$ cat src/rtl/snake_io_pkg.sv
// Shared types and constants for the snake game input path.
//   rep_state_t : per-channel auto-repeat state
//   CH_*        : channel index of each button in the key_debounce_bank
//   CLK_HZ      : system clock frequency the default timings are derived from
package snake_io_pkg;

  typedef enum logic [1:0] {
    REP_IDLE   = 2'd0,
    REP_DELAY  = 2'd1,
    REP_PERIOD = 2'd2
  } rep_state_t;

  localparam int CH_RIGHT = 0;
  localparam int CH_DOWN  = 1;
  localparam int CH_UP    = 2;
  localparam int CH_LEFT  = 3;
  localparam int CH_RESET = 4;

  localparam int CLK_HZ = 50_000_000;

  function automatic int max_int(input int a, input int b);
    return (a > b) ? a : b;
  endfunction

endpackage

$ cat src/rtl/key_debounce_bank_if.sv
// Bundle between the pad side (master: drives clear/raw_in) and the
// key_debounce_bank (slave: returns conditioned levels and pulses).
//   clear         : synchronous soft clear of all channels
//   raw_in        : raw pad inputs, asynchronous to clk
//   level_out     : debounced, polarity-corrected level
//   press         : 1-cycle pulse on debounced 0->1
//   release_pulse : 1-cycle pulse on debounced 1->0 ("release" is a reserved word)
//   act           : press or auto-repeat pulse
//   any_level     : OR of level_out
interface key_debounce_bank_if #(
  parameter int N_CH = 5
);
  logic            clear;
  logic [N_CH-1:0] raw_in;
  logic [N_CH-1:0] level_out;
  logic [N_CH-1:0] press;
  logic [N_CH-1:0] release_pulse;
  logic [N_CH-1:0] act;
  logic            any_level;

  modport master (
    output clear, raw_in,
    input  level_out, press, release_pulse, act, any_level
  );

  modport slave (
    input  clear, raw_in,
    output level_out, press, release_pulse, act, any_level
  );
endinterface

$ cat src/rtl/debounce_channel.sv
// One input channel: polarity correction, 2-FF synchronizer, stability-count
// debounce, registered press/release pulses and optional auto-repeat.
// Ports:
//   clk, rst_flag  : clock, asynchronous active-high reset
//   clear          : synchronous clear of level, counters and repeat state
//   raw            : raw pad input
//   level          : debounced level (active-high)
//   press          : 1-cycle pulse, first cycle level shows 1
//   release_pulse  : 1-cycle pulse, first cycle level shows 0
//   act            : press | repeat pulse
//
// Repeat FSM:
//   state      | meaning
//   REP_IDLE   | key not held (or repeat disabled)
//   REP_DELAY  | held, counting the initial delay to the first repeat
//   REP_PERIOD | held, emitting a repeat every REPEAT_PERIOD cycles
module debounce_channel
  import snake_io_pkg::*;
#(
  parameter int STABLE_CYCLES = 500_000,
  parameter bit INVERT        = 1'b0,
  parameter bit REP_ON        = 1'b0,
  parameter int REPEAT_DELAY  = 15_000_000,
  parameter int REPEAT_PERIOD = 5_000_000
) (
  input  logic clk,
  input  logic rst_flag,
  input  logic clear,
  input  logic raw,
  output logic level,
  output logic press,
  output logic release_pulse,
  output logic act
);

  localparam int CW   = (STABLE_CYCLES > 1) ? $clog2(STABLE_CYCLES + 1) : 1;
  localparam int RMAX = max_int(REPEAT_DELAY, REPEAT_PERIOD);
  localparam int RW   = (RMAX > 1) ? $clog2(RMAX + 1) : 1;

  localparam logic [CW-1:0] CNT_LAST = CW'(STABLE_CYCLES - 1);
  localparam logic [RW-1:0] DLY_LAST = RW'(REPEAT_DELAY - 1);
  localparam logic [RW-1:0] PER_LAST = RW'(REPEAT_PERIOD - 1);

  logic          sync_a;
  logic          sync_b;
  logic [CW-1:0] cnt;
  rep_state_t    rstate;
  logic [RW-1:0] rcnt;
  logic          rep;

  logic flip;
  logic rise;
  logic fall;

  // flip: the mismatch has lasted STABLE_CYCLES cycles, level takes sync_b now
  assign flip = (sync_b != level) && (cnt == CNT_LAST);
  assign rise = flip & sync_b;
  assign fall = flip & ~sync_b;

  // Synchronizer is intentionally not affected by clear.
  always_ff @(posedge clk or posedge rst_flag) begin
    if (rst_flag) begin
      sync_a <= 1'b0;
      sync_b <= 1'b0;
    end else begin
      sync_a <= raw ^ INVERT;
      sync_b <= sync_a;
    end
  end

  always_ff @(posedge clk or posedge rst_flag) begin
    if (rst_flag) begin
      level         <= 1'b0;
      cnt           <= '0;
      press         <= 1'b0;
      release_pulse <= 1'b0;
    end else if (clear) begin
      // Forced low without a release pulse; a held key re-debounces.
      level         <= 1'b0;
      cnt           <= '0;
      press         <= 1'b0;
      release_pulse <= 1'b0;
    end else begin
      press         <= rise;
      release_pulse <= fall;
      if (sync_b == level) begin
        cnt <= '0;
      end else if (cnt == CNT_LAST) begin
        level <= sync_b;
        cnt   <= '0;
      end else begin
        cnt <= cnt + 1'b1;
      end
    end
  end

  always_ff @(posedge clk or posedge rst_flag) begin
    if (rst_flag) begin
      rstate <= REP_IDLE;
      rcnt   <= '0;
      rep    <= 1'b0;
    end else if (clear || !REP_ON) begin
      rstate <= REP_IDLE;
      rcnt   <= '0;
      rep    <= 1'b0;
    end else begin
      rep <= 1'b0;
      case (rstate)
        REP_IDLE: begin
          if (rise) begin
            rstate <= REP_DELAY;
            rcnt   <= '0;
          end
        end
        REP_DELAY: begin
          if (fall) begin
            rstate <= REP_IDLE;
            rcnt   <= '0;
          end else if (rcnt == DLY_LAST) begin
            rep    <= 1'b1;
            rcnt   <= '0;
            rstate <= REP_PERIOD;
          end else begin
            rcnt <= rcnt + 1'b1;
          end
        end
        REP_PERIOD: begin
          if (fall) begin
            rstate <= REP_IDLE;
            rcnt   <= '0;
          end else if (rcnt == PER_LAST) begin
            rep  <= 1'b1;
            rcnt <= '0;
          end else begin
            rcnt <= rcnt + 1'b1;
          end
        end
        default: begin
          rstate <= REP_IDLE;
          rcnt   <= '0;
        end
      endcase
    end
  end

  assign act = press | rep;

endmodule

$ cat src/rtl/key_debounce_bank.sv
// N-channel input conditioner for the snake game: KEY[3:0] direction buttons
// plus the SW[9] reset switch. Each channel is an independent debounce_channel.
// Ports:
//   clk, rst_flag : clock, asynchronous active-high reset
//   bus           : key_debounce_bank_if slave (clear/raw_in in; levels, pulses out)
module key_debounce_bank
  import snake_io_pkg::*;
#(
  parameter int              N_CH          = 5,
  parameter int              STABLE_CYCLES = CLK_HZ / 100,
  parameter logic [N_CH-1:0] ACTIVE_LOW    = 5'b01111,
  parameter logic [N_CH-1:0] REPEAT_EN     = 5'b01111,
  parameter int              REPEAT_DELAY  = 15_000_000,
  parameter int              REPEAT_PERIOD = 5_000_000
) (
  input logic              clk,
  input logic              rst_flag,
  key_debounce_bank_if.slave bus
);

  logic [N_CH-1:0] level_v;
  logic [N_CH-1:0] press_v;
  logic [N_CH-1:0] release_v;
  logic [N_CH-1:0] act_v;

  for (genvar i = 0; i < N_CH; i++) begin : g_ch
    debounce_channel #(
      .STABLE_CYCLES (STABLE_CYCLES),
      .INVERT        (ACTIVE_LOW[i]),
      .REP_ON        (REPEAT_EN[i]),
      .REPEAT_DELAY  (REPEAT_DELAY),
      .REPEAT_PERIOD (REPEAT_PERIOD)
    ) u_ch (
      .clk           (clk),
      .rst_flag      (rst_flag),
      .clear         (bus.clear),
      .raw           (bus.raw_in[i]),
      .level         (level_v[i]),
      .press         (press_v[i]),
      .release_pulse (release_v[i]),
      .act           (act_v[i])
    );
  end

  assign bus.level_out     = level_v;
  assign bus.press         = press_v;
  assign bus.release_pulse = release_v;
  assign bus.act           = act_v;
  assign bus.any_level     = |level_v;

endmodule
$ cat src/flat_wrapper.sv
// flat-port wrapper written by rule: the top's interface ports become plain ports
module key_debounce_bank_flat import snake_io_pkg::*;
#(
  parameter int              N_CH          = 5,
  parameter int              STABLE_CYCLES = CLK_HZ / 100,
  parameter logic [N_CH-1:0] ACTIVE_LOW    = 5'b01111,
  parameter logic [N_CH-1:0] REPEAT_EN     = 5'b01111,
  parameter int              REPEAT_DELAY  = 15_000_000,
  parameter int              REPEAT_PERIOD = 5_000_000
)
  (clk, rst_flag, bus_clear, bus_raw_in, bus_level_out, bus_press, bus_release_pulse, bus_act, bus_any_level);
  key_debounce_bank_if #(.N_CH(N_CH)) bus_i ();
  input logic clk;
  input logic rst_flag;
  input wire logic [$bits(bus_i.clear)-1:0] bus_clear;
  input wire logic [$bits(bus_i.raw_in)-1:0] bus_raw_in;
  output wire logic [$bits(bus_i.level_out)-1:0] bus_level_out;
  output wire logic [$bits(bus_i.press)-1:0] bus_press;
  output wire logic [$bits(bus_i.release_pulse)-1:0] bus_release_pulse;
  output wire logic [$bits(bus_i.act)-1:0] bus_act;
  output wire logic [$bits(bus_i.any_level)-1:0] bus_any_level;
  assign bus_i.clear = bus_clear;
  assign bus_i.raw_in = bus_raw_in;
  assign bus_level_out = bus_i.level_out;
  assign bus_press = bus_i.press;
  assign bus_release_pulse = bus_i.release_pulse;
  assign bus_act = bus_i.act;
  assign bus_any_level = bus_i.any_level;
  key_debounce_bank #(.N_CH(N_CH), .STABLE_CYCLES(STABLE_CYCLES), .ACTIVE_LOW(ACTIVE_LOW), .REPEAT_EN(REPEAT_EN), .REPEAT_DELAY(REPEAT_DELAY), .REPEAT_PERIOD(REPEAT_PERIOD)) u_core (.clk(clk), .rst_flag(rst_flag), .bus(bus_i));
endmodule
$ cat config.mk
export PLATFORM = sky130hd
export DESIGN_NAME = key_debounce_bank_flat
export DESIGN_NICKNAME = d
export VERILOG_FILES = /design/src/rtl/snake_io_pkg.sv /design/src/rtl/key_debounce_bank_if.sv /design/src/rtl/debounce_channel.sv /design/src/rtl/key_debounce_bank.sv /design/src/flat_wrapper.sv
export SDC_FILE = /design/constraint.sdc
export NUM_CORES = 1
export LEC_CHECK = 0
export CAP_MARGIN = 20
export CORE_UTILIZATION = 36
export CTS_CLUSTER_DIAMETER = 50
export DETAILED_ROUTE_END_ITERATION = 8
export PLACE_DENSITY_LB_ADDON = 0.08
export SYNTH_ARGS = -nofsm -noshare
export SYNTH_HDL_FRONTEND = slang
export SYNTH_HIERARCHICAL = 1
export SYNTH_SLANG_ARGS = --single-unit
$ cat constraint.sdc
create_clock -name clk -period 3.1 [get_ports clk]
set_input_delay 0.62 -clock clk [delete_from_list [all_inputs] [get_ports clk]]
set_output_delay 0.62 -clock clk [all_outputs]
set_load 0.02 [all_outputs]
==> results of run 1 <==
-- final timing paths --
kind | to | slack (ns) | cells past startpoint
max reg2reg | u_core/g_ch[1].u_ch/rcnt[11] | 0.47 | 6
min reg2reg | u_core/g_ch[0].u_ch/sync_b | 0.35 | 0
max | u_core/g_ch[1].u_ch/rcnt[11] | 0.47 | 6
min | u_core/g_ch[0].u_ch/sync_b | 0.35 | 0
min in group asynchronous | u_core/g_ch[4].u_ch/cnt[6] | 0.80 | 3
max in group asynchronous | u_core/g_ch[1].u_ch/cnt[16] | 1.72 | 3
-- metal layers --
layer | share of wire, % | routed length (µm) | global-route usage [%]
met1 | 51 | 13300 | 23.0
met5 | 0 | 0 | 0
met4 | 2.3 | 589 | 5.16
met2 | 43 | 11000 | 24.1
met3 | 3.7 | 953 | 3.03
-- synthesized netlist by cell type (5+ instances only) --
master    count
a21oi_1      26
a221o_1      12
a22o_1       16
and2_1       21
and3_1       26
and4_1       10
buf_4         5
buf_6         6
clkbuf_1     20
clkbuf_2      5
dfrtp_1     228
ha_1         21
inv_1        28
nand2_1     120
nand2b_1     15
nand3_1      56
nand4_1      53
nor2_1      189
nor2_2       26
nor2b_1      14
nor3_1       55
nor4_1       20
nor4_2        8
nor4_4        5
nor4b_1      16
o21a_1        8
o21ai_0      25
or2_2         8
or4_1         8
xnor2_1      99
xor2_1       48
-- stage by stage --
stage | setup slack, ns | instances
after floorplan | 0.918 | 1253
after global placement | 0.398 | 1702
after detailed placement | 0.385 | 1702
after CTS | 0.437 | 1762
after global routing | 0.238 | 1762
final | 0.466 | 1762
-- sequential cells by signal, indices dropped and copies added, names as in the netlist --
signal and count:
u_core/g_ch.u_ch/rstate 8, u_core/g_ch.u_ch/release_pulse 5, u_core/g_ch.u_ch/rep 4, u_core/g_ch.u_ch/rcnt 96
u_core/g_ch.u_ch/cnt 95, u_core/g_ch.u_ch/sync_a 5, u_core/g_ch.u_ch/press 5, u_core/g_ch.u_ch/level 5
u_core/g_ch.u_ch/sync_b 5
-- final cells by class --
class / instances / area (µm²) / share of cell area, %
Clock buffer: 45 / 973 / 6.91
Clock inverter: 15 / 219 / 1.55
Inverter: 28 / 105 / 0.746
Multi-Input combinational cell: 961 / 6110 / 43.3
Sequential cell: 228 / 5710 / 40.5
Tap cell: 442 / 553 / 3.92
Timing Repair Buffer: 43 / 430 / 3.05
-- where the power goes --
| part | internal [mW] | switching [mW] |
|---|---|---|
| registers | 3.03 | 0.0408 |
| logic | 0.224 | 0.545 |
| clock network | 2.63 | 1.39 |
-- critical path, stage by stage (launching register included) --
cell	delay, ns
dfrtp_1	0.48
nor4b_1	0.39
nand4_1	0.23
o21a_1	0.24
o211ai_2	0.36
and2_1	0.64
nor2_1	0.13
-- cell families (layout without fill, tap and decap cells) --
logic type / after synthesis / count (layout) / share of synthesized area [%]
simple gates: 682 / 682 / 30.6
compound gates: 106 / 106 / 6.52
flops: 228 / 228 / 47.1
xor+xnor: 147 / 147 / 10.6
buf+inv: 64 / 131 / 2.56
fa+ha+maj: 21 / 21 / 2.17
mux: 5 / 5 / 0.454
==> metrics.txt, run 1 <==
worst min path class flip-flop to flip-flop; # rows 66; Post-CTS Resized 0; initial drt markers approximately 500; largest net degree at the start of global routing 52; FMAX between 300 and 400 MHz; slew of the pin with the lowest slew margin 0.695 ns; syn nets 1282; via count roughly 8900; fin nets 1325; Worst Path Max Fanout 16; Yosys cell types 53; vias in the first global route just under 9000; Max-Cap Viols 0; # fillers 3229; Port Buf Inserts 28; static leakage ~5.5 nW; final core occ a little over two fifths; total chip power just under 8 mW; post-route DRC violation count 0; Inserted Clock Buffers 34; Final setup viols 0; Fin Clk Skew between 0.02 and 0.025 ns; Synth Instances between 1000 and 1500; origin of the worst setup path u_core/g_ch[1].u_ch/rcnt[6]; initial antenna violation count 1; CP Data Arrival Time between 2 and 3 ns; Area contributors post-synth dfrtp_1 (47%), xnor2_1 (7.2%), nor2_1 (5.9%); diode count 0; Post-synth EDFFs 0; Initial Utilization a little under two fifths; #FFs+latches synth 228; Hold Path Origin u_core/g_ch[0].u_ch/sync_a; DR WL/cell 14.7 µm; CP endpoint kind flip-flop; WP data required about 3.5 ns; Design Area, Final 14100 µm²; Setup TNS Final 0 ns; CTS sink cnt 228; drt via density 5.05; Die Height 185 µm; most frequent cells in the layout dfrtp_1 (228), nor2_1 (189), nand2_1 (120); Tmin final about 2.6 ns; global-route wire length before repair around 45000 µm; Slew Limit Headroom a little over half; pwr/cell area roughly 560 nW/µm²; Max clock buf depth 3; clk_lat worst skew slightly above 0.5 ns; Root Driver clkbuf_16; GRT Overall Usage 16.0%; die area 34400 µm²; CTS tree done; commonest non-fill, non-tap cell in the layout dfrtp_1; GPL Wtd Cong ~0.8; H-tree Lvls 2; yosys warns 6; DP HPWL 17300 µm; die width between 150 and 200 µm; RSZ-0062 raised after global routing false; DP Area roughly 13000 µm²; Seq/Total Area, Yosys between 40% and 50%; Async S/R FF share, synth 100%; drt first pass iters 5; hold buffer count at CTS 0; R2R Path Start u_core/g_ch[1].u_ch/rcnt[6]; post-synth top area share around 47%; hold slack final 0.346 ns; Area growth, synth to finish 16.3%; critical path class flip-flop to flip-flop; routed wire length about 26000 µm; GR Overflow Total 0; Period Utilization, post-route between 80% and 90%; clock-pin transition on the worst setup and hold timing paths 0.05 ns; Max IR drop VDD just under 400 µV; Hold Violations, Final 0; Detail Route Antenna Nets 0; layout cell share with drive strength beyond 1 11.2%; # Post-CTS Setup Buffers 0; area leader, netlist dfrtp_1; status finished, final reports clean; Syn Area/Cell around 9.7 µm²; ys flop type dfrtp_1; Worst setup SP type flip-flop; Synth Cell Area 12100 µm²; core area 32900 µm²; Top-Level Pins 29; Pins Over Slew Limit 0
(Power assumes the default switching activity.)
==> run 2: changes to the inputs <==
Clock period 3.1 ns to 2.6 ns, I/O delays scaled along.
==> run 2 against run 1 <==
Clock skew is 0.0011 ns lower. Die area stayed put. Routed wire length up 2.5%. Critical path depth is 3 lower. Combinational power rose by 38%. Global-route usage grew 0.28 points. Sequential power rose by 19%. Critical path type is now flip-flop to output port. Largest power group unchanged.
==> metrics.txt, run 2 (synthesis results as in run 1) <==
largest registers u_core/g_ch.u_ch/rcnt x96, u_core/g_ch.u_ch/cnt x95, u_core/g_ch.u_ch/rstate x8; # fillers about 3200; drt via density 5.02; drt first pass iters 5; CP endpoint kind output port; commonest non-fill, non-tap cell in the layout dfrtp_1; # rows 66; DP HPWL around 18000 µm; Root Driver clkbuf_16; Fin Clk Skew 0.0196 ns; Max clock buf depth 3; via count 9103; Port Buf Inserts 28; static leakage roughly 5.8 nW; Period Utilization, post-route between 90% and 100%; # placed instances around 1800; CTS tree done; clock-pin transition on the worst setup and hold timing paths 0.05 ns; CTS sink cnt 228; DR WL/cell roughly 15 µm; critical path class flip-flop to output port; hold slack final between 0.3 and 0.4 ns; crit-path max cell delay roughly 0.55 ns; Setup TNS Final 0 ns; Worst R2R Path Depth 7; post-route DRC violation count 0; largest net degree at the start of global routing 52; GR Overflow Total 0; Pins Over Slew Limit 0; fin cells approximately 1800; Top delay family on crit path buffers and inverters; Final setup viols 0; worst min path class flip-flop to flip-flop; total chip power 9.37 mW; Hold Violations, Final 0; fin nets 1376; worst path cell trace nor3_1 -> nand2_1 -> clkdlybuf4s50_1; r2r endpoint u_core/g_ch[1].u_ch/rcnt[14]; Detail Route Antenna Nets 0; layout cell share with drive strength beyond 1 14.7%; Largest register FFs 96; Worst setup SP type flip-flop; Design Area, Final about 15000 µm²; GPL Wtd Cong about 0.78; routed wire length 26500 µm; Slew Limit Headroom 57.9%; GRT Overall Usage between 10% and 20%; slew of the pin with the lowest slew margin around 0.63 ns; FMAX ~410 MHz; status finished, final reports clean; most frequent cells in the layout dfrtp_1 (228), nor2_1 (189), nand2_1 (120); global-route wire length before repair ~46000 µm; initial drt markers around 510; Initial Utilization 36.9%; Hold Path Origin u_core/g_ch[4].u_ch/sync_a; clk_lat worst skew 0.51 ns; vias in the first global route approximately 9000; WP data required between 2 and 2.5 ns; Hold Path Sink u_core/g_ch[4].u_ch/sync_b; core area approximately 33000 µm²; Top-Level Pins 29; DP Area between 10000 and 15000 µm²; initial antenna violation count 0; RSZ-0062 raised after global routing false; Max-Cap Viols 0; most flop-heavy register u_core/g_ch.u_ch/rcnt; CP bufs+invs 1; Inserted Clock Buffers 34; Reg2Reg Setup Slack between 0.2 and 0.25 ns; critical path's slowest cell clkdlybuf4s50_1; die width approximately 190 µm; Die Height around 190 µm; Tmin final between 2 and 2.5 ns; CP Data Arrival Time just under 2 ns; Max IR drop VDD 378 µV; Worst Path Max Fanout 5; Area growth, synth to finish 19.7%; R2R Path Start u_core/g_ch[1].u_ch/cnt[9]; diode count 0; H-tree Lvls 2; pwr/cell area approximately 650 nW/µm²; die area approximately 34000 µm²; hold buffer count at CTS 0; Min-Delay Path Depth 0
run 2: final cells by class:
cell class	instances	area [µm²]	area share, %
clock buffer	41	928	6.40
clock inverter	19	235	1.62
inverter	28	105	0.724
multi-input combinational	961	6110	42.1
sequential	228	5710	39.3
tap	442	553	3.81
timing repair buffer	94	876	6.04
run 2: metal layers:
metal	GRT usage, %	vias up	wire length (µm)
met4	4.63	0	539
li1	-	4575	-
met1	24.0	4405	13800
met2	24.6	84	11400
met5	0	-	0
met3	2.45	39	687
run 2: worst max path at each step:
| stage | start | endpoint | slack, ns | cells past startpoint |
|---|---|---|---|---|
| floorplan | u_core/g_ch[0].u_ch/cnt[7] | u_core/g_ch[0].u_ch/rcnt[16] | 0.42 | 7 |
| global placement | bus_clear | u_core/g_ch[0].u_ch/rcnt[14] | 0.11 | 8 |
| detailed placement | bus_clear | u_core/g_ch[2].u_ch/rcnt[18] | 0.12 | 8 |
| CTS | u_core/g_ch[0].u_ch/level | bus_any_level | 0.07 | 3 |
| global route | u_core/g_ch[3].u_ch/cnt[9] | u_core/g_ch[3].u_ch/rcnt[19] | 0.03 | 7 |
| finish | u_core/g_ch[0].u_ch/level | bus_any_level | 0.15 | 3 |
run 2: what timing repair did:
item | CTS | global route
buffers inserted | 0 | 0
gates resized for setup | 0 | 2
endpoints found under the setup margin | 0 | 18
run 2: per-stage QoR:
stage                     util, %  setup WS (ns)
after floorplan                 -          0.418
after global placement       40.6          0.111
after detailed placement     40.6          0.124
after CTS                    44.1         0.0661
after global routing         44.2         0.0284
final                        44.2          0.152
run 2: worst register-to-register path: stages (launching register included):
cell and delay, ns:
dfrtp_1 0.41, or4b_4 0.56, nor4_4 0.28, a41oi_2 0.18, buf_4 0.23, nor4_1 0.38
xnor2_1 0.18, nor2_2 0.04
run 2: power by group:
part           switching, mW  internal [mW]
combinational          0.675          0.383
sequential            0.0511           3.61
clock                   1.68           2.97
total                   2.41           6.96
==> run 3: changes to the inputs <==
Settings changed: HOLD_SLACK_MARGIN set to 0.02.
Clock period 2.6 ns to 2.1 ns, I/O delays scaled along.
==> run 3 against run 2 <==
The flow now finishes with violations (setup timing). Routed wire length increased by 12%. Critical path depth increased by 5. Worst setup slack got worse by 0.31 ns. Sequential power rose by 24%. Utilization increased by 9.0 points. Count of clock-buffer cells in the layout increased by 5. Non-clock buffer count grew 182. Via count grew 9.9%. Critical path type is now flip-flop to flip-flop. Highest routed layer unchanged.
==> metrics.txt, run 3 (synthesis results as in run 1) <==
RSZ-0062 raised after global routing true; Hold Path Sink u_core/g_ch[4].u_ch/sync_a; most flop-heavy register u_core/g_ch.u_ch/rcnt; Port Buf Inserts 28; Initial Utilization about 37%; post-route DRC violation count 0; # rows between 60 and 70; crit-path max cell delay approximately 0.6 ns; core area between 30000 and 40000 µm²; Top-Level Pins 29; critical path's slowest cell or4b_1; Largest register FFs 96; commonest non-fill, non-tap cell in the layout dfrtp_1; diode count 0; Inserted Clock Buffers 38; Worst setup SP type flip-flop; Place WS -0.195 ns; CP bufs+invs 2; Max IR drop VDD about 480 µV; static leakage between 7 and 8 nW; Fin Clk Skew between 0.02 and 0.03 ns; Reg2Reg Setup Slack -0.16 ns; Worst Slack Setup Final -0.163 ns; GPL Wtd Cong 0.794; clk_lat worst skew 0.54 ns; Area growth, synth to finish 44.2%; GR Overflow Total 0; Period Utilization, post-route 108%; DR WL/cell about 15 µm; CTS sink cnt about 230; die area around 34000 µm²; via count 10000; GRT Overall Usage approximately 18%; vias in the first global route 9958; largest registers u_core/g_ch.u_ch/rcnt x96, u_core/g_ch.u_ch/cnt x95, u_core/g_ch.u_ch/rstate x8; R2R Path Start u_core/g_ch[2].u_ch/cnt[14]; initial drt markers roughly 450; largest net degree at the start of global routing between 50 and 60; clock-pin transition on the worst setup and hold timing paths roughly 0.050 ns; die width between 150 and 200 µm; Tmin final 2.26 ns; worst path cell trace or4b_1 -> nor2_2 -> a41oi_4 -> buf_6 -> clkbuf_16 -> nor4_4 -> xnor2_1 -> nor2_4; fin nets ~1600; failing checks setup timing; slew of the pin with the lowest slew margin 0.495 ns; hold buffer count at CTS 0; FMAX approximately 440 MHz; most frequent cells in the layout dfrtp_1 (226), buf_4 (192), nor2_1 (149); Worst R2R Path Depth 8; CTS tree done; Worst Path Max Fanout 6; Root Driver clkbuf_16; Max clock buf depth 3; status finished, violations left; Detail Route Antenna Nets 0; DP HPWL 19100 µm; worst min path class input pin to flip-flop; CP Data Arrival Time roughly 2.7 ns; routed wire length ~30000 µm; Min-Delay Path Depth 1; global-route wire length before repair a little under 50000 µm; Pins Over Slew Limit 0; Slew Limit Headroom 66.9%; WP data required ~2.5 ns; Max-Cap Viols 0; CP endpoint kind flip-flop; Top delay family on crit path simple AND/OR/NAND/NOR gates; Setup TNS Final -4.87 ns; layout cell share with drive strength beyond 1 about a third; critical path class flip-flop to flip-flop; Hold Path Origin bus_raw_in[4]; Hold Violations, Final 0; Final setup viols 86; H-tree Lvls 2; Die Height 185 µm; initial antenna violation count 0; drt via density 5.00; drt first pass iters 4; pwr/cell area about 770 nW/µm²; r2r endpoint u_core/g_ch[2].u_ch/rcnt[14]
==> run 3: cell types whose count changed in the layout (fill, tap and decap cells not counted), sizes merged, moves of 2 or more <==
cell,before,now
dlygate4sd2,0,6
buf,66,244
clkbuf,41,50
clkdlybuf4s50,28,21
clkinv,6,8
==> run 3: through the flow <==
| stage | util (%) | cells | instance area (µm²) | hold slack (ns) | power [mW] |
|---|---|---|---|---|---|
| detailed placement | 44.8 | 1907 | 14700 | 0.335 | 6.15 |
| global placement | 44.8 | 1907 | 14700 | 0.333 | 6.15 |
| finish | 53.2 | 2002 | 17500 | 0.342 | 13.4 |
| floorplan | - | 1253 | 12300 | 0.331 | 5.52 |
| CTS | 50.6 | 1985 | 16600 | 0.311 | 13.0 |
| global route | 53.2 | 2002 | 17500 | 0.324 | 14.0 |
==> run 3: cell type report <==
class | instances | area (µm²)
clock inverter | 21 | 275
inverter | 28 | 105
timing repair buffer | 276 | 2540
multi-input combinational | 961 | 7240
tap | 442 | 553
sequential | 228 | 5710
clock buffer | 46 | 1050
fill | 2994 | 15400
==> run 3: worst max-delay path by stage <==
stage,startpoint,end,depth (start not counted)
CTS,u_core/g_ch[3].u_ch/cnt[9],u_core/g_ch[3].u_ch/rcnt[22],7
global route,u_core/g_ch[3].u_ch/cnt[9],u_core/g_ch[3].u_ch/rcnt[19],7
floorplan,u_core/g_ch[1].u_ch/cnt[7],u_core/g_ch[1].u_ch/rcnt[16],7
detailed placement,u_core/g_ch[3].u_ch/cnt[9],u_core/g_ch[3].u_ch/rcnt[19],7
finish,u_core/g_ch[2].u_ch/cnt[14],u_core/g_ch[2].u_ch/rcnt[14],8
global placement,u_core/g_ch[2].u_ch/cnt[14],u_core/g_ch[2].u_ch/rcnt[14],7
==> run 3: power breakdown <==
group	total [mW]	leakage (nW)	switching [mW]	internal [mW]
clock	6.44	0.635	2.25	4.19
combinational	2.42	3.48	1.30	1.12
sequential	4.54	3.15	0.0647	4.47
==> run 3: repair_timing <==
action,in CTS,in global routing
setup endpoints to repair,95,106
hold endpoints to repair,0,0
resized for setup,93,164
pin swaps,20,65
buffers inserted,9,18
cloned,3,4
==> run 3: per-layer routing <==
metal	routed length, µm	GRT usage [%]
met2	14000	27.9
met5	0	0
met3	919	3.27
met4	684	6.48
met1	14100	24.1
